--- src/rtl/conv_enc_pkg.sv ---
// Shared types and constants for the rate-1/2 convolutional encoder frame controller.
package conv_enc_pkg;

  typedef enum logic [1:0] {IDLE, DATA, TAIL, FLUSH} state_t;

  // Generator polynomials; the MSB multiplies the newest input bit.
  localparam logic [2:0] G_K3_1 = 3'o7;
  localparam logic [2:0] G_K3_2 = 3'o5;
  localparam logic [6:0] G_K7_1 = 7'o171;
  localparam logic [6:0] G_K7_2 = 7'o133;

  localparam logic [2:0] TAIL_K3 = 3'd2;
  localparam logic [2:0] TAIL_K7 = 3'd6;

endpackage

--- src/rtl/conv_enc_core.sv ---
// Shift-register convolutional encoder (K=3 or K=7) with a registered coded pair.
module conv_enc_core
  import conv_enc_pkg::*;
(
  input  logic       clk,
  input  logic       rst,
  input  logic       clear,
  input  logic       advance,
  input  logic       k_sel,
  input  logic       u,
  output logic [1:0] pair
);

  logic [5:0] sr;
  logic [6:0] taps;
  logic [1:0] code;

  // taps[6] is the incoming bit, taps[5] the previous one, and so on.
  always_comb begin
    taps = {u, sr[0], sr[1], sr[2], sr[3], sr[4], sr[5]};
    if (k_sel) begin
      code = {^(taps & G_K7_1), ^(taps & G_K7_2)};
    end else begin
      code = {^(taps[6:4] & G_K3_1), ^(taps[6:4] & G_K3_2)};
    end
  end

  always_ff @(posedge clk) begin
    if (rst) begin
      sr   <= '0;
      pair <= '0;
    end else if (clear) begin
      sr <= '0;
    end else if (advance) begin
      pair <= code;
      // K=3 keeps the upper four stages at zero.
      sr   <= k_sel ? {sr[4:0], u} : {4'b0, sr[0], u};
    end
  end

endmodule

--- src/rtl/conv_enc_frame_ctrl.sv ---
// Frame sequencer: pulls data bits, appends K-1 tail zeros, emits coded pairs with backpressure.
// Optional puncturing (rate 2/3, pattern [11;10]) is enabled by defining CONV_PUNCTURE_EN.
module conv_enc_frame_ctrl
  import conv_enc_pkg::*;
#(
  parameter int LEN_W = 12
) (
  input  logic             clk,
  input  logic             rst,
  input  logic             start,
  input  logic [LEN_W-1:0] frame_len,
  input  logic             choose_constraint_length,
`ifdef CONV_PUNCTURE_EN
  input  logic             punct_en,
  output logic [1:0]       out_mask,
`endif
  output logic             busy,
  input  logic             in_bit,
  input  logic             in_valid,
  output logic             in_ready,
  output logic [1:0]       out_bits,
  output logic             out_valid,
  input  logic             out_ready,
  output logic             out_last,
  output logic             done
);

  // Handshakes: a transfer happens on a rising edge where valid && ready;
  // valid never waits on ready, and a held pair stays stable until taken.

  state_t           state, state_nxt;
  logic [LEN_W-1:0] len_q, bit_cnt;
  logic             k_q;
  logic [2:0]       tail_cnt, tail_len;
  logic             advance, clear, u, last_adv, accept, adv_ok;

  assign tail_len = k_q ? TAIL_K7 : TAIL_K3;
  assign busy     = (state != IDLE);

  always_ff @(posedge clk) begin
    if (rst) state <= IDLE;
    else     state <= state_nxt;
  end

  always_comb begin
    state_nxt = state;
    in_ready  = 1'b0;
    advance   = 1'b0;
    clear     = 1'b0;
    u         = 1'b0;
    last_adv  = 1'b0;
    accept    = out_valid && out_ready;
    adv_ok    = !out_valid || out_ready;
    case (state)
      IDLE: begin
        if (start) begin
          clear     = 1'b1;
          state_nxt = (frame_len == '0) ? TAIL : DATA;
        end
      end
      DATA: begin
        in_ready = adv_ok;
        if (in_valid && adv_ok) begin
          advance = 1'b1;
          u       = in_bit;
          if (bit_cnt == len_q - 1'b1) state_nxt = TAIL;
        end
      end
      TAIL: begin
        if (adv_ok) begin
          advance = 1'b1;
          if (tail_cnt == tail_len - 3'd1) begin
            last_adv  = 1'b1;
            state_nxt = FLUSH;
          end
        end
      end
      FLUSH: begin
        if (accept) state_nxt = IDLE;
      end
      default: state_nxt = IDLE;
    endcase
  end

  always_ff @(posedge clk) begin
    if (rst) begin
      len_q     <= '0;
      k_q       <= 1'b0;
      bit_cnt   <= '0;
      tail_cnt  <= '0;
      out_valid <= 1'b0;
      out_last  <= 1'b0;
      done      <= 1'b0;
    end else begin
      done <= (state == FLUSH) && accept;
      if (clear) begin
        len_q    <= frame_len;
        k_q      <= choose_constraint_length;
        bit_cnt  <= '0;
        tail_cnt <= '0;
      end
      if (state == DATA && advance) bit_cnt  <= bit_cnt + 1'b1;
      if (state == TAIL && advance) tail_cnt <= tail_cnt + 3'd1;
      if (advance) begin
        out_valid <= 1'b1;
        out_last  <= last_adv;
      end else if (accept) begin
        out_valid <= 1'b0;
        out_last  <= 1'b0;
      end
    end
  end

`ifdef CONV_PUNCTURE_EN
  logic punct_q, n_odd;

  always_ff @(posedge clk) begin
    if (rst) begin
      punct_q  <= 1'b0;
      n_odd    <= 1'b0;
      out_mask <= 2'b00;
    end else begin
      if (clear) begin
        punct_q <= punct_en;
        n_odd   <= 1'b0;
      end
      if (advance) begin
        out_mask <= (punct_q && n_odd) ? 2'b10 : 2'b11;
        n_odd    <= ~n_odd;
      end
    end
  end
`endif

  conv_enc_core u_core (
    .clk     (clk),
    .rst     (rst),
    .clear   (clear),
    .advance (advance),
    .k_sel   (k_q),
    .u       (u),
    .pair    (out_bits)
  );

endmodule

--- config.mk ---
export PLATFORM = sky130hd
export DESIGN_NAME = conv_enc_frame_ctrl
export DESIGN_NICKNAME = d
export VERILOG_FILES = /design/src/rtl/conv_enc_pkg.sv /design/src/rtl/conv_enc_core.sv /design/src/rtl/conv_enc_frame_ctrl.sv
export SDC_FILE = /design/constraint.sdc
export NUM_CORES = 1
export LEC_CHECK = 0
export BUFFER_PORTS_ARGS = -buffer_cell sky130_fd_sc_hd__buf_2
export CAP_MARGIN = 10
export CORE_ASPECT_RATIO = 0.5
export CORE_MARGIN = 2
export CORE_UTILIZATION = 63
export CTS_CLUSTER_SIZE = 24
export DETAILED_ROUTE_END_ITERATION = 8
export HOLD_SLACK_MARGIN = 0.15
export PLACE_DENSITY = 0.93
export SLEW_MARGIN = 15
export SYNTH_ARGS = -nofsm -noshare
export SYNTH_HDL_FRONTEND = slang
export SYNTH_HIERARCHICAL = 1
export SYNTH_SLANG_ARGS = --single-unit
export TNS_END_PERCENT = 20
--- constraint.sdc ---
create_clock -name clk -period 7 [get_ports clk]
set_clock_uncertainty 0.05 [all_clocks]
set_input_delay 0.7 -clock clk [delete_from_list [all_inputs] [get_ports clk]]
set_output_delay 0.7 -clock clk [all_outputs]
set_load 0.01 [all_outputs]
; Word level (Yosys, flattened, before mapping)
; Cells that the tools add are included.
[word_totals]
mem_bits_rw = 0
out_inout_bits = 7
latchBits = 0
n_memories = 0
mem_bits_ro = 0
reg_bits = 41
wordCells = 75
[op_classes]
shift = 0
mux = 29
n_lt_le_gt_ge = 0
n_reduce_logical = 20
multipliers = 0
n_eq_ne = 11
add_sub_neg = 4
n_div = 0
bitwise_logic = 1
[op_table]
columns = op, n
row1 = 12-bit 2-to-1 mux, 2
row2 = 2-bit 2-to-1 mux, 8
row3 = 7-bit parity, 2
row4 = 1-bit 2-to-1 mux, 13
row5 = "12-bit by 1-bit adder with 12-bit output, second input constant", 1
row6 = 12-bit equality test, 1
row7 = 12-bit logical NOT, 1
row8 = "2-bit inequality test, second input constant", 6
row9 = "12-bit by 1-bit subtractor with 12-bit output, second input constant", 1
row10 = 3-bit 2-to-1 mux, 3
row11 = 2-bit case mux with 4 select lines, 1
row12 = 2-bit nonzero test, 4
row13 = 6-bit 2-to-1 mux, 1
row14 = 6-bit AND reduction, 1
row15 = 3-bit parity, 2
row16 = 1-bit logical AND, 5
row17 = "2-bit equality test, second input constant", 2
row18 = "3-bit by 1-bit adder with 3-bit output, second input constant", 1
row19 = 3-bit equality test, 1
row20 = "3-bit by 1-bit subtractor with 3-bit output, second input constant", 1
row21 = "2-bit by 1-bit equality test with 1-bit output, second input constant", 1
row22 = 2-bit logical NOT, 1
row23 = 1-bit case mux with 2 select lines, 1
row24 = 2-bit AND reduction, 1
row25 = other kinds (4), 4

; Longest topological paths before layout
; Gate-level depths: netlist of run 1.
[logic_depth]
word_depth = 7
ltp_mapped = 10
ltp_nobuf = 9

; By module
; Netlist of run 1, hierarchy kept.
[modules_own_cells]
columns = mod, area_per_inst_um2, instances, seq_area_each_um2, cells_per_inst
row1 = conv_enc_frame_ctrl, 2045.7, 1, 660.6, 271
row2 = conv_enc_core, 409.1, 1, 160.2, 41

; Least setup slack after synthesis of run 1
; Ideal clock, no wire load.
[synth_path]
kind = input to register
startpoint = in out_ready
endpoint = reg state[1]
arrival_time_ps = 2337
path_stages = 8
path_slack_ps = 4490
cell_sequence = nand2b_1 > clkbuf_1 > nand3_1 > a221o_1 > nor4_2 > o2111a_1 > a21oi_2 > mux2_1
[synth_between]
elab_chain_cells = 4
elab_cells_between_ends = 7
classes_between = eq/ne (3) / reduce/logical (4)
[synth_lines]
columns = element, line
row1 = from (decl), conv_enc_frame_ctrl.sv:23  ; input logic out_ready,
row2 = 1-bit logical OR, conv_enc_frame_ctrl.sv:53  ; adv_ok = !out_valid || out_ready;
row3 = 1-bit logical AND, conv_enc_frame_ctrl.sv:63  ; if (in_valid && adv_ok) begin
row4 = 2-bit inequality test (no line), n/a
row5 = 6-bit AND reduction (no line) *, n/a
row6 = to (signal assigned), conv_enc_frame_ctrl.sv:42  ; else state <= state_nxt;
row7 = to (decl), conv_enc_frame_ctrl.sv:31  ; state_t state, state_nxt;
; Every way passes the cells marked *; elsewhere a longest branch is shown, timed or not.
; A chain may end at the register's enable or synchronous reset.

; Worst setup path in the final report of run 1
[layout_path]
startpoint = reg len_q[0]
endpoint = reg state[1]
[layout_between]
elab_chain_cells = 4
[layout_lines]
columns = element, line
row1 = from (decl), conv_enc_frame_ctrl.sv:32  ; logic [LEN_W-1:0] len_q, bit_cnt;
row2 = from (signal assigned), conv_enc_frame_ctrl.sv:97  ; len_q <= frame_len;
row3 = 12-bit by 1-bit subtractor with 12-bit output, conv_enc_frame_ctrl.sv:66  ; if (bit_cnt == len_q - 1'b1) state_nxt = TAIL;
row4 = 12-bit equality test, conv_enc_frame_ctrl.sv:66
row5 = 2-bit inequality test (no line), n/a
row6 = 6-bit AND reduction (no line), n/a
; Every way passes these cells.

==> impl.org, run 1 <==
** Timing
- Period Utilization, post-route :: 38.6%
- Minimum clock period after layout :: 2700 ps
- Hold timing on the final database bottoms out at a slack of 430 ps.
- Setup repair after global routing missed its margin :: false
- The number of pins exceeding their max-slew limit in the final report was 0.
- The worst pin sits at a relative slew slack of 27.5%.
- Final Worst Setup Slack :: 4300 ps
- For the final routed database, the setup TNS stands at 0 ps.
- Setup violations remaining at the end of the flow were counted as 0.
- Maximum achievable frequency :: 0.370 GHz
- Final count of hold timing violations :: 0
- Slew at the pin closest to its max-slew limit :: 1090 ps

** GRT
- Number of antenna violations at the first check in global routing :: 0
- The first global-routing pass estimated 9140 um of wire.
- Global routing consumed, over all layers together, 26.9% of the routing resources.
- Global routing finished with a remaining overflow of 0.
- Via count of the first global-routing pass :: 2,051
- Maximum number of pins on one net before global-route repair :: 41

** CTS
- In this run, post-CTS hold repair placed 0 buffers.
- TritonCTS built the clock tree.
- Clock Path Buffers :: 2
- Later-pin clock latency in the skew report :: 300 ps
- Count of instances resized after the clock tree is built :: 0
- The clock drives 41 sinks.
- Clock transition at the register clock pins on the worst setup and hold paths after CTS :: 80 ps
- Cell at the root of the clock tree :: sky130_fd_sc_hd__clkbuf_8
- Number of H-tree branching levels :: 2
- Post-CTS Setup Repair Bufs :: 0
- Counting the buffers created by CTS gives 5.

** Synth
- Area share of the leading cell type in the synthesized netlist :: 33.4%
- Cell variety after synth :: 55
- Most used flip-flop cell after synthesis :: sky130_fd_sc_hd__dfxtp_1
- The synthesized netlist occupies a cell area of 0.00245 mm2.
- A synthesized cell averages 7.87 um2.
- Synthesis handed over a netlist of 312 instances.
- Synthesis inferred 41 register bits.
- The synthesized design contains 0 enable-type register cells.
- Most area-consuming cells after synthesis :: sky130_fd_sc_hd__dfxtp_1, sky130_fd_sc_hd__nand2_1, sky130_fd_sc_hd__a21oi_1
- The number of nets handed over by synthesis was 339.
- Sequential cell area fraction in the yosys report :: 33.4%
- In the synthesized netlist the async set-or-reset flop fraction comes to 0%.
- Yosys warning total :: 6
- The synthesized design spends more area on one cell type than any other, namely sky130_fd_sc_hd__dfxtp_1.

** Placement
- Detailed placer's ending HPWL :: 3990 um
- The placed instances occupy a cell area of 0.00256 mm2.
- Prior to clock tree synthesis, the placed netlist has a worst setup slack of 4200 ps.
- Buffers placed on the I/O ports in this run total 25.
- The congestion estimate from routability-driven global placement came to 0.890.
- Total placed cells including tap cells :: 370

** Power
- Combinational fraction of design power :: 35.6%
- In this run the power spent charging and discharging nets is 0.261 mW.
- The clock network is responsible for 27.0% of the overall power.
- VDD sags by at most 105 uV.
- In this run, flip-flops and latches consume 37.4% of the power.
- In this run the power density over the cells is 273 mW/mm2.
- Leak :: 1.03 nW
- Final Total Pwr :: 0.732 mW
- Of the total power, the share spent switching nets is 35.7%.
- The internal power of the cells totals 0.471 mW.

** Route
- First DRT Iteration DRCs :: 221
- Summing over every cut layer, the via total after detailed routing is 2,279.
- In the final routed layout, each cell accounts on average for 14.7 um.
- Number of remaining DRC errors :: 0
- Remaining antenna violation count after routing :: 0
- Detailed Route WL :: 5550 um
- Detailed-route vias per instance :: 6.03
- Number of search-and-repair iterations in the first detailed-routing pass :: 4

** Floorplanning
- Die boundary height :: 48.1 um
- Measured along the x axis, the die boundary spans 92.3 um.
- Site row count :: 15
- The core region is 0.00358 mm2.
- Once the floorplan was initialized, standard cells occupied 68.5% of the core.
- The die covers 0.00444 mm2.
- For this design the top-level I/O count stands at 26.

** Final layout
- Layout Area Growth over Synthesis :: 9.02%
- The finished layout holds 378 standard cells, fillers aside.
- Count of filler cells inserted in the layout :: 252
- Leaving out fill and tap cells, the most frequent cells in the layout are sky130_fd_sc_hd__nand2_1, sky130_fd_sc_hd__dfxtp_1, sky130_fd_sc_hd__nor2_1, sky130_fd_sc_hd__a21oi_1, sky130_fd_sc_hd__buf_2.
- At the end of the flow, the number of nets in the layout was 353.
- Storage element area :: 821 um2
- Share of final-layout standard cells stronger than drive strength 1 :: 14.1%
- For this run, the share of the core covered by cells in the final layout is 74.7%.
- Area taken by multi-input logic gates :: 0.00151 mm2
- Commonest non-fill, non-tap cell in the layout :: sky130_fd_sc_hd__nand2_1
- After routing the design area is 0.00268 mm2.
- 0 antenna diodes ended up in the layout.

** Setup path
- For the worst setup path, the data arrival time is 2840 ps.
- STA classifies the critical path endpoint as a register.
- At the worst endpoint, the required time is 7140 ps.
- Critical path startpoint category :: register
- The critical path is of the reg -> reg type.
- The worst register-to-register path begins at len_q[0].
- Highest fanout seen on the critical path :: 7
- The critical path starts at len_q[0].

** Status
- The flow ran to the end, and the final reports show no timing, DRC or antenna violations.

** Hold path
- The worst hold path begins at u_core/sr[3].
- Hold WC Path Type :: reg -> reg

** Flow run
- Number of violations of the max-capacitance limit :: 0
## synth_stat cells, types with 3 or more instances
cell,n
sky130_fd_sc_hd__a211oi_1,3
sky130_fd_sc_hd__inv_1,8
sky130_fd_sc_hd__a21oi_1,31
sky130_fd_sc_hd__a221oi_1,3
sky130_fd_sc_hd__clkbuf_1,15
sky130_fd_sc_hd__xnor2_1,16
sky130_fd_sc_hd__nand2b_1,8
sky130_fd_sc_hd__nor3_1,6
sky130_fd_sc_hd__nor2_1,38
sky130_fd_sc_hd__o21ai_1,4
sky130_fd_sc_hd__mux2i_1,3
sky130_fd_sc_hd__nand4_1,5
sky130_fd_sc_hd__nor3b_1,3
sky130_fd_sc_hd__nand2_1,43
sky130_fd_sc_hd__and3_1,4
sky130_fd_sc_hd__ha_1,8
sky130_fd_sc_hd__a31oi_1,4
sky130_fd_sc_hd__o21ai_0,5
sky130_fd_sc_hd__nor4_1,5
sky130_fd_sc_hd__nand3_1,15
sky130_fd_sc_hd__dfxtp_1,41
sky130_fd_sc_hd__xor2_1,4
## worst paths after layout
check	end	slack [ps]	cells past startpoint
max	state[1]	4300	9
min reg2reg	u_core/sr[3]	430	2
min	u_core/sr[3]	430	2
max reg2reg	state[1]	4300	9
## kinds of logic after synthesis
| kind of cell | Yosys count | share of synthesized area [%] |
|---|---|---|
| mux | 6 | 2.60 |
| compound gates | 68 | 18.3 |
| buf+inv | 28 | 4.94 |
| simple gates | 139 | 27.6 |
| flops | 41 | 33.4 |
| fa+ha+maj | 8 | 4.08 |
| xor+xnor | 22 | 9.02 |
## power by group through the flow
stage	logic, mW	clock network, mW	registers, mW
final	0.260	0.198	0.273
after global routing	0.289	0.207	0.277
after CTS	0.257	0.201	0.273
after detailed placement	0.254	0	0.278
after global placement	0.246	0	0.277
after floorplan	0.214	0	0.268
## worst max-delay path, stage by stage, from the launching register on
cell	delay (ps)
sky130_fd_sc_hd__dfxtp_1	370
sky130_fd_sc_hd__inv_1	80
sky130_fd_sc_hd__ha_1	290
sky130_fd_sc_hd__or3b_2	530
sky130_fd_sc_hd__xnor2_1	150
sky130_fd_sc_hd__o31ai_1	230
sky130_fd_sc_hd__a211oi_1	110
sky130_fd_sc_hd__a221oi_1	340
sky130_fd_sc_hd__a21oi_2	130
sky130_fd_sc_hd__mux2_1	320
## flip-flops by register name (all words and copies together) (netlist names)
name	flops
len_q	12
k_q	1
out_valid	1
u_core/sr	6
bit_cnt	12
state	2
done	1
tail_cnt	3
out_last	1
u_core/pair	2
## final cells by class
class | instances | share of cell area (%)
multi-input combinational | 243 | 56.5
inverter | 10 | 1.40
sequential | 41 | 30.7
timing repair buffer | 25 | 4.68
tap | 51 | 2.38
clock buffer | 7 | 3.23
clock inverter | 1 | 1.12
## layer usage
layer	GRT usage [%]	part of all wire, %
met1	32.0	45
met2	49.0	46
met3	6.80	6.0
met4	12.5	2.2
met5	0	0
No activity file was read; power rests on OpenSTA's default activity.
==> run 2, diff against run 1 <==
--- a/config.mk
+++ b/config.mk
@@ -5,15 +5,16 @@
 export SDC_FILE = /design/constraint.sdc
 export NUM_CORES = 1
 export LEC_CHECK = 0
+export ABC_AREA = 1
 export BUFFER_PORTS_ARGS = -buffer_cell sky130_fd_sc_hd__buf_2
 export CAP_MARGIN = 10
 export CORE_ASPECT_RATIO = 0.5
 export CORE_MARGIN = 2
-export CORE_UTILIZATION = 63
+export CORE_UTILIZATION = 53
 export CTS_CLUSTER_SIZE = 24
 export DETAILED_ROUTE_END_ITERATION = 8
 export HOLD_SLACK_MARGIN = 0.15
-export PLACE_DENSITY = 0.93
+export PLACE_DENSITY = 0.84
 export SLEW_MARGIN = 15
 export SYNTH_ARGS = -nofsm -noshare
 export SYNTH_HDL_FRONTEND = slang
==> constraint.sdc (replaced) <==
create_clock -name clk -period 2.4 [get_ports clk]
set_clock_uncertainty 0.05 [all_clocks]
set_input_delay 0.24 -clock clk [delete_from_list [all_inputs] [get_ports clk]]
set_output_delay 0.24 -clock clk [all_outputs]
set_load 0.01 [all_outputs]
==> impl.org, run 2 <==
** Synth
- Cell type with the largest total area after synthesis :: sky130_fd_sc_hd__dfxtp_1
- After synthesis, the cell types taking the most area are sky130_fd_sc_hd__dfxtp_1, sky130_fd_sc_hd__nand2_1, sky130_fd_sc_hd__a21oi_1.
- Cell area after synthesis :: 0.00251 mm2
- Average cell area after synthesis :: 6.64 um2
- sky130_fd_sc_hd__nand2_1 is the most common cell in the netlist.
- The synthesized design contains 41 register bits.
- Share of synthesized flip-flops with an asynchronous set or reset :: 0%
- Summing the sequential cell areas from Yosys gives 32.7% of the chip area.
- Area share of the leading cell type in the synthesized netlist :: 32.7%
- Post-synth EDFFs :: 0
- Synthesis produced a netlist with a net count of 405.
- Synthesis instantiated 30 different standard cells from the library.
- Mapped Cells :: 378
- Commonest cells post-synth :: sky130_fd_sc_hd__nand2_1, sky130_fd_sc_hd__inv_1, sky130_fd_sc_hd__dfxtp_1, sky130_fd_sc_hd__a21oi_1, sky130_fd_sc_hd__nor2_1
- The most used flip-flop cell after synthesis is sky130_fd_sc_hd__dfxtp_1.
- During synthesis, Yosys emitted a total of 6 warnings.

** Final layout
- Nets@finish :: 433
- The finished cells cover 0.00279 mm2.
- The filler cells instantiated in the layout total 408.
- Layout Area Growth over Synthesis :: 11.0%
- Registers take 821 um2.
- In the final layout, the registers with the most flip-flops are bit_cnt x12, len_q x12, u_core/sr x6.
- 0 antenna diodes ended up in the layout.
- Commonest non-fill, non-tap cell in the layout :: sky130_fd_sc_hd__nand2_1
- Area taken by multi-input logic gates :: 0.00148 mm2
- Of the cells placed in the final design, the portion with a size suffix greater than 1 is 18.0%.
- Commonest cells after routing, fill and taps aside :: sky130_fd_sc_hd__nand2_1, sky130_fd_sc_hd__inv_1, sky130_fd_sc_hd__dfxtp_1, sky130_fd_sc_hd__a21oi_1, sky130_fd_sc_hd__nor2_1

** Setup path
- The critical path runs through a total of 13 cells.
- Worst reg2reg path depth :: 13
- In this run the register-to-register setup slack is 350 ps.
- The critical path is of the reg -> reg type.
- Worst-path cell chain :: inv_1, ha_1, nand2_1, nor2_1, nand3_1, nand3b_1, nand2_1, nor2_1, nand3_1, nand2_2, nand3_1, nand2_1, nor2_1
- For the worst setup path, the data arrival time is 2210 ps.
- For the worst setup path, the data required time is 2550 ps.
- The slowest stage of the critical path is the sky130_fd_sc_hd__dfxtp_1 cell.
- Highest cell delay on the worst timing path :: 330 ps
- Number of buffers and inverters on the critical path :: 1
- Top cell family by delay on the critical path :: simple AND/OR/NAND/NOR gates
- The worst setup path is captured at a register.
- STA classifies the critical path startpoint as a register.
- Of all nets on the critical path, the largest fanout is 5.

** Power
- IR Drop Worst-Case VDD :: 361 uV
- In this run the power density over the cells is 896 mW/mm2.
- Leak :: 1.23 nW
- Total power for the finished layout comes to 2.50 mW.

** GRT
- Number of antenna violations at the first check in global routing :: 0
- The first global-routing pass estimated 10,300 um of wire.
- After global routing the overflow that remains totals 0.
- Entering global routing, the biggest net connects 21 pins.
- The number of global-route vias before repair came to 2,449.
- GRT Util Overall :: 25.1%

** CTS
- The H-tree generated during clock tree synthesis spans 2 levels.
- Clock tree synthesis selected as its root buffer the cell sky130_fd_sc_hd__clkbuf_8.
- TritonCTS built the clock tree.
- After clock tree synthesis, the clock-pin slew on the worst setup and hold paths is 80 ps.
- For this design, the sink count on the clock tree is 41.
- Once the clock tree was built, the setup fixing pass inserted 0 buffers.
- Clock Path Buffers :: 2
- Inserted Clock Buffers :: 5
- Hold repair after CTS inserted 0 buffers.
- Later-pin clock latency in the skew report :: 310 ps
- Count of instances resized after the clock tree is built :: 0

** Timing
- Slew at the pin closest to its max-slew limit :: 605 ps
- The number of pins exceeding their max-slew limit in the final report is 0.
- The worst path needs 2050 ps of the cycle, external delays included.
- Final count of hold timing violations :: 0
- Setup violations remaining at the end of the flow were counted as 0.
- Period Utilization, post-route :: 85.6%
- Derived from the worst setup path, the maximum achievable clock frequency is 0.487 GHz.
- Final Worst Setup Slack :: 345 ps
- Setup repair after global routing left no endpoint under its margin.
- Post-route setup TNS :: 0 ps
- Max-slew headroom at the worst pin :: 59.6%
- Across all hold checks on the routed design, the worst slack comes to 161 ps.

** Route
- Remaining antenna violation count after routing :: 0
- For this run, design rule violations remaining after detail routing come to 0.
- Detailed-route vias per instance :: 5.50
- In the final routed layout, each cell accounts on average for 13.2 um.
- First DRT Iteration DRCs :: 141
- Total number of vias :: 2,548
- Number of search-and-repair iterations in the first detailed-routing pass :: 5
- Detailed Route WL :: 6100 um

** Hold path
- Hold WC Path Type :: in -> reg
- Counting instances, the worst hold path has a depth of 3.

** Placement
- Placed cell areas :: 0.00270 mm2
- After legalization and detailed placement, the total HPWL measured 4700 um.
- Buffers placed on the I/O ports in this run total 25.
- The congestion estimate from routability-driven global placement came to 0.869.
- At the placement stage, the worst setup path has a slack of 394 ps.

** Status
- Outcome :: complete, no violations

** Floorplanning
- Die boundary height :: 52.7 um
- Die X-Extent :: 101 um
- Standard cell core area :: 0.00447 mm2
- Initial core utilization :: 56.2%
- Site row count :: 17
- In this run the count of I/O pins placed on the die edge is 26.
- The floorplan step defined a die boundary enclosing 0.00534 mm2.

** Flow run
- Number of violations of the max-capacitance limit :: 0
## run 2: cell count changes after synthesis, moves of 7 or more
| cell | previous run | this run |
|---|---|---|
| sky130_fd_sc_hd__nand2_1 | 43 | 100 |
| sky130_fd_sc_hd__inv_1 | 8 | 44 |
| sky130_fd_sc_hd__o21ai_0 | 5 | 22 |
| sky130_fd_sc_hd__xnor2_1 | 16 | 3 |
| sky130_fd_sc_hd__clkbuf_1 | 15 | 5 |
| sky130_fd_sc_hd__nand2_2 | 0 | 10 |
| sky130_fd_sc_hd__nand2b_1 | 8 | 0 |
| sky130_fd_sc_hd__nor2_2 | 0 | 7 |
## run 2: final timing paths
path / startpoint / endpoint
hold / removal: frame_len[10] / len_q[10]
hold reg to reg: u_core/sr[3] / u_core/sr[3]
setup reg to reg: len_q[0] / state[0]
setup / recovery: len_q[0] / state[0]
## run 2: where the power goes
part           switching, mW  internal, mW
Sequential             0.117         0.783
Combinational          0.728         0.381
Clock                  0.259         0.228
## run 2: routing by layer
| metal | global-route usage (%) | wire length, um | share of wire [%] |
|---|---|---|---|
| met5 | 0 | 0 | 0 |
| met4 | 12.8 | 127 | 2.1 |
| met3 | 5.87 | 309 | 5.1 |
| met2 | 45.1 | 3010 | 49 |
| met1 | 28.4 | 2650 | 43 |
## run 2: worst register-to-register path: cells and delay by family, from the launching register on
family | cells | cell delay, ps
buffers and inverters | 1 | 140
flip-flops | 1 | 330
adder cells (fa/ha/maj) | 1 | 260
AND/OR/NAND/NOR | 11 | 1170
## run 2: final cells by class
| type | count | area share (%) |
|---|---|---|
| sequential | 41 | 29.5 |
| tap | 57 | 2.56 |
| timing repair buffer | 26 | 4.76 |
| clock buffer | 6 | 2.96 |
| clock inverter | 1 | 0.269 |
| multi-input combinational | 280 | 53.0 |
| inverter | 52 | 7.00 |
## run 2: logic make-up after synthesis
kind of cell             count (synthesis)  synth area share [%]
AO/OA/AOI/OAI                           73                  16.1
buffers and inverters                   57                  8.52
flip-flops                              41                  32.7
adder cells (fa/ha/maj)                  8                  3.99
XOR/XNOR                                 6                  2.09
AND/OR/NAND/NOR                        193                  36.6
## run 2: per-stage QoR
step | utilization (%) | cells
final | 62.4 | 463
after global routing | 62.4 | 463
after CTS | 62.4 | 463
after detailed placement | 60.4 | 456
after global placement | 60.4 | 456
after floorplan | - | 378
==> run 3, diff against run 2 <==
--- a/config.mk
+++ b/config.mk
@@ -10,11 +10,12 @@
 export CAP_MARGIN = 10
 export CORE_ASPECT_RATIO = 0.5
 export CORE_MARGIN = 2
-export CORE_UTILIZATION = 53
+export CORE_UTILIZATION = 49
 export CTS_CLUSTER_SIZE = 24
 export DETAILED_ROUTE_END_ITERATION = 8
 export HOLD_SLACK_MARGIN = 0.15
-export PLACE_DENSITY = 0.84
+export PLACE_DENSITY = 0.79
+export SETUP_SLACK_MARGIN = 0.1
 export SLEW_MARGIN = 15
 export SYNTH_ARGS = -nofsm -noshare
 export SYNTH_HDL_FRONTEND = slang
==> constraint.sdc (replaced) <==
create_clock -name clk -period 2.4 [get_ports clk]
set_clock_uncertainty 0.05 [all_clocks]
set_input_delay 0.24 -clock clk [delete_from_list [all_inputs] [get_ports clk]]
set_output_delay 0.24 -clock clk [all_outputs]
set_load 0.02 [all_outputs]
==> impl.org, run 3 (synthesis gave the netlist of run 2 again) <==
** Status
- Outcome :: complete, no violations

** CTS
- TritonCTS built the clock tree.
- Clock transition at the register clock pins on the worst setup and hold paths after CTS :: 90 ps
- After clock tree synthesis, the setup repair step added 0 buffers.
- Number of H-tree branching levels :: 2
- The longest clock path from root to sink contains 2 buffers.
- Inserted Clock Buffers :: 5
- Buffers inserted to repair hold after CTS numbered 0.
- Count of instances resized after the clock tree is built :: 0
- Clock tree synthesis found a total of 41 sinks.
- In this run the clock root is driven by a sky130_fd_sc_hd__clkbuf_8.
- For the worst-skew pair, the clock arrives at the later sink with an insertion delay of 300 ps.

** Setup path
- Top cell family by delay on the critical path :: simple AND/OR/NAND/NOR gates
- Critical path startpoint category :: register
- Number of buffers and inverters on the critical path :: 1
- Worst-path cell chain :: inv_1, ha_1, nand2_1, nor2_1, nand3_1, xor2_1, nor2_1, nand3_1, nand2_2, nand3_1, nand2_1, nor2_1
- Critical path's slowest cell :: sky130_fd_sc_hd__dfxtp_1
- STA classifies the critical path endpoint as a register.
- Category of the most critical setup path :: reg -> reg
- At the worst endpoint, the arrival time is 2090 ps.
- The critical path starts at len_q[0].
- For this run, the slowest stage of the critical path takes 330 ps.
- In this run the worst path has a maximum fanout of 5.
- Critical path required time :: 2550 ps
- R2r startpoint :: len_q[0]

** Route
- After detailed routing, the number of remaining DRC violations is 0.
- The routed layout has 2,382 vias.
- The final layout contains routed wiring with a total length of 5500 um.
- The pre-antenna-repair detailed-routing pass consisted of 4 iterations.
- In this run, the number of DRC markers left after iteration 0 of detailed routing was 111.
- Detailed-route vias per instance :: 4.99
- In this run the remaining antenna-violating nets after routing total 0.
- After detailed routing, the average wire length per cell comes to 11.5 um.

** Timing
- Setup repair after global routing missed its margin :: false
- Max-slew headroom at the worst pin :: 63.9%
- Period Utilization, post-route :: 80.8%
- Final count of hold timing violations :: 0
- Final hold analysis gives a worst-case slack of 157 ps.
- Final setup violation count :: 0
- In the final timing run, aggregate negative setup slack is 0 ps.
- Maximum achievable frequency :: 0.516 GHz
- Setup slack closes at 461 ps.
- Final-report max-slew violation count :: 0
- At the pin with the least slew margin, the transition time is 541 ps.
- Minimum clock period after layout :: 1940 ps

** Floorplanning
- Initial core utilization :: 50.9%
- Area enclosed by the die boundary :: 0.00575 mm2
- In this run the vertical extent of the chip is 54.6 um.
- Pin placement for this block handled 26 I/O pins.
- Site row count :: 18
- Standard cell core area :: 0.00493 mm2
- Die X-Extent :: 105 um

** Final layout
- The post-route netlist has 18.2% of its cells at a drive strength greater than 1.
- Summing all flip-flop and latch instances after layout gives 821 um2.
- Commonest non-fill, non-tap cell in the layout :: sky130_fd_sc_hd__nand2_1
- Excluding fillers, the count of instances in the completed layout stands at 477.
- The finished cells cover 0.00280 mm2.
- The number of antenna diodes in the final layout is 0.
- From synthesis to final layout, the design area changed by 11.5%.
- Summing all multi-input logic gate instances after layout gives 0.00148 mm2.
- Fill cells in the final layout number 486.
- The top cell types in the final layout, fill and taps aside, are sky130_fd_sc_hd__nand2_1, sky130_fd_sc_hd__inv_1, sky130_fd_sc_hd__dfxtp_1, sky130_fd_sc_hd__a21oi_1, sky130_fd_sc_hd__nor2_1.
- The largest registers in the layout are bit_cnt x12, len_q x12, u_core/sr x6.
- Nets@finish :: 433

** Placement
- Routability-driven placement finished with a final weighted congestion of 0.864.
- The wire-length estimate of the detail-placed layout is 4190 um.
- OpenSTA, run right after detailed placement, puts the worst setup slack at 492 ps.
- After detailed placement, the total cell area comes to 0.00271 mm2.
- Buffers added on ports :: 25
- Including well taps, the total number of placed cells is 469.

** GRT
- Global-route wire length before repair :: 8850 um
- Via count of the first global-routing pass :: 1,992
- Global routing used 19.9% of the available tracks.
- Number of antenna violations at the first check in global routing :: 0
- Maximum number of pins on one net before global-route repair :: 24
- Sum of overflow across all layers after global routing :: 0

** Hold path
- Hold path startpoint :: choose_constraint_length
- Hold WC Path Type :: in -> reg

** Power
- Summed over all cells, the static leakage comes to 1.23 nW.
- Dividing total power by cell area gives a power density of 881 mW/mm2.
- Across the VDD grid, the largest voltage drop is 381 uV.

** Flow run
- Number of violations of the max-capacitance limit :: 0
==> run 3: cell types whose count changed in the layout (fill, tap and decap cells not counted), sizes merged <==
cell and change:
clkbuf -1, clkinv +2
==> run 3: path summary, 6_finish.rpt <==
kind                   to  slack, ps  cells after the start
max              state[1]        460                     12
min                   k_q        160                      3
max reg2reg      state[1]        460                     12
min reg2reg  u_core/sr[3]        420                      2
==> run 3: worst reg2reg max path, cell delays in order (launching register included) <==
cell and delay (ps):
sky130_fd_sc_hd__dfxtp_1 330, sky130_fd_sc_hd__inv_1 130, sky130_fd_sc_hd__ha_1 250, sky130_fd_sc_hd__nand2_1 110, sky130_fd_sc_hd__nor2_1 170, sky130_fd_sc_hd__nand3_1 110, sky130_fd_sc_hd__xor2_1 150, sky130_fd_sc_hd__nor2_1 110
sky130_fd_sc_hd__nand3_1 120, sky130_fd_sc_hd__nand2_2 110, sky130_fd_sc_hd__nand3_1 70, sky130_fd_sc_hd__nand2_1 80, sky130_fd_sc_hd__nor2_1 40
==> run 3: report_power, final <==
part	internal [mW]	switching [mW]	total, mW
Sequential	0.783	0.111	0.894
Clock	0.201	0.257	0.458
Combinational	0.381	0.734	1.11
==> run 3: cell type report <==
cell class | instances | share of cell area, %
clock inverters | 3 | 0.626
flip-flops and latches | 41 | 29.3
repair buffers | 26 | 4.74
multi-input cells | 280 | 52.7
clock buffers | 5 | 2.46
well taps | 70 | 3.13
inverters | 52 | 6.97
==> run 3: metal layers <==
layer	track usage (%)	vias to the layer above	part of all wire (%)
met1	26.2	1076	51
met3	3.57	5	3.6
li1	-	1266	-
met2	34.2	35	45
met4	6.44	0	0.71
met5	0	-	0
==> run 3: stage by stage <==
stage	power (mW)	utilization [%]
finish	2.47	56.7
global route	2.68	56.7
CTS	2.47	56.7
detailed placement	2.01	55.0
global placement	2.00	55.0
floorplan	1.77	-
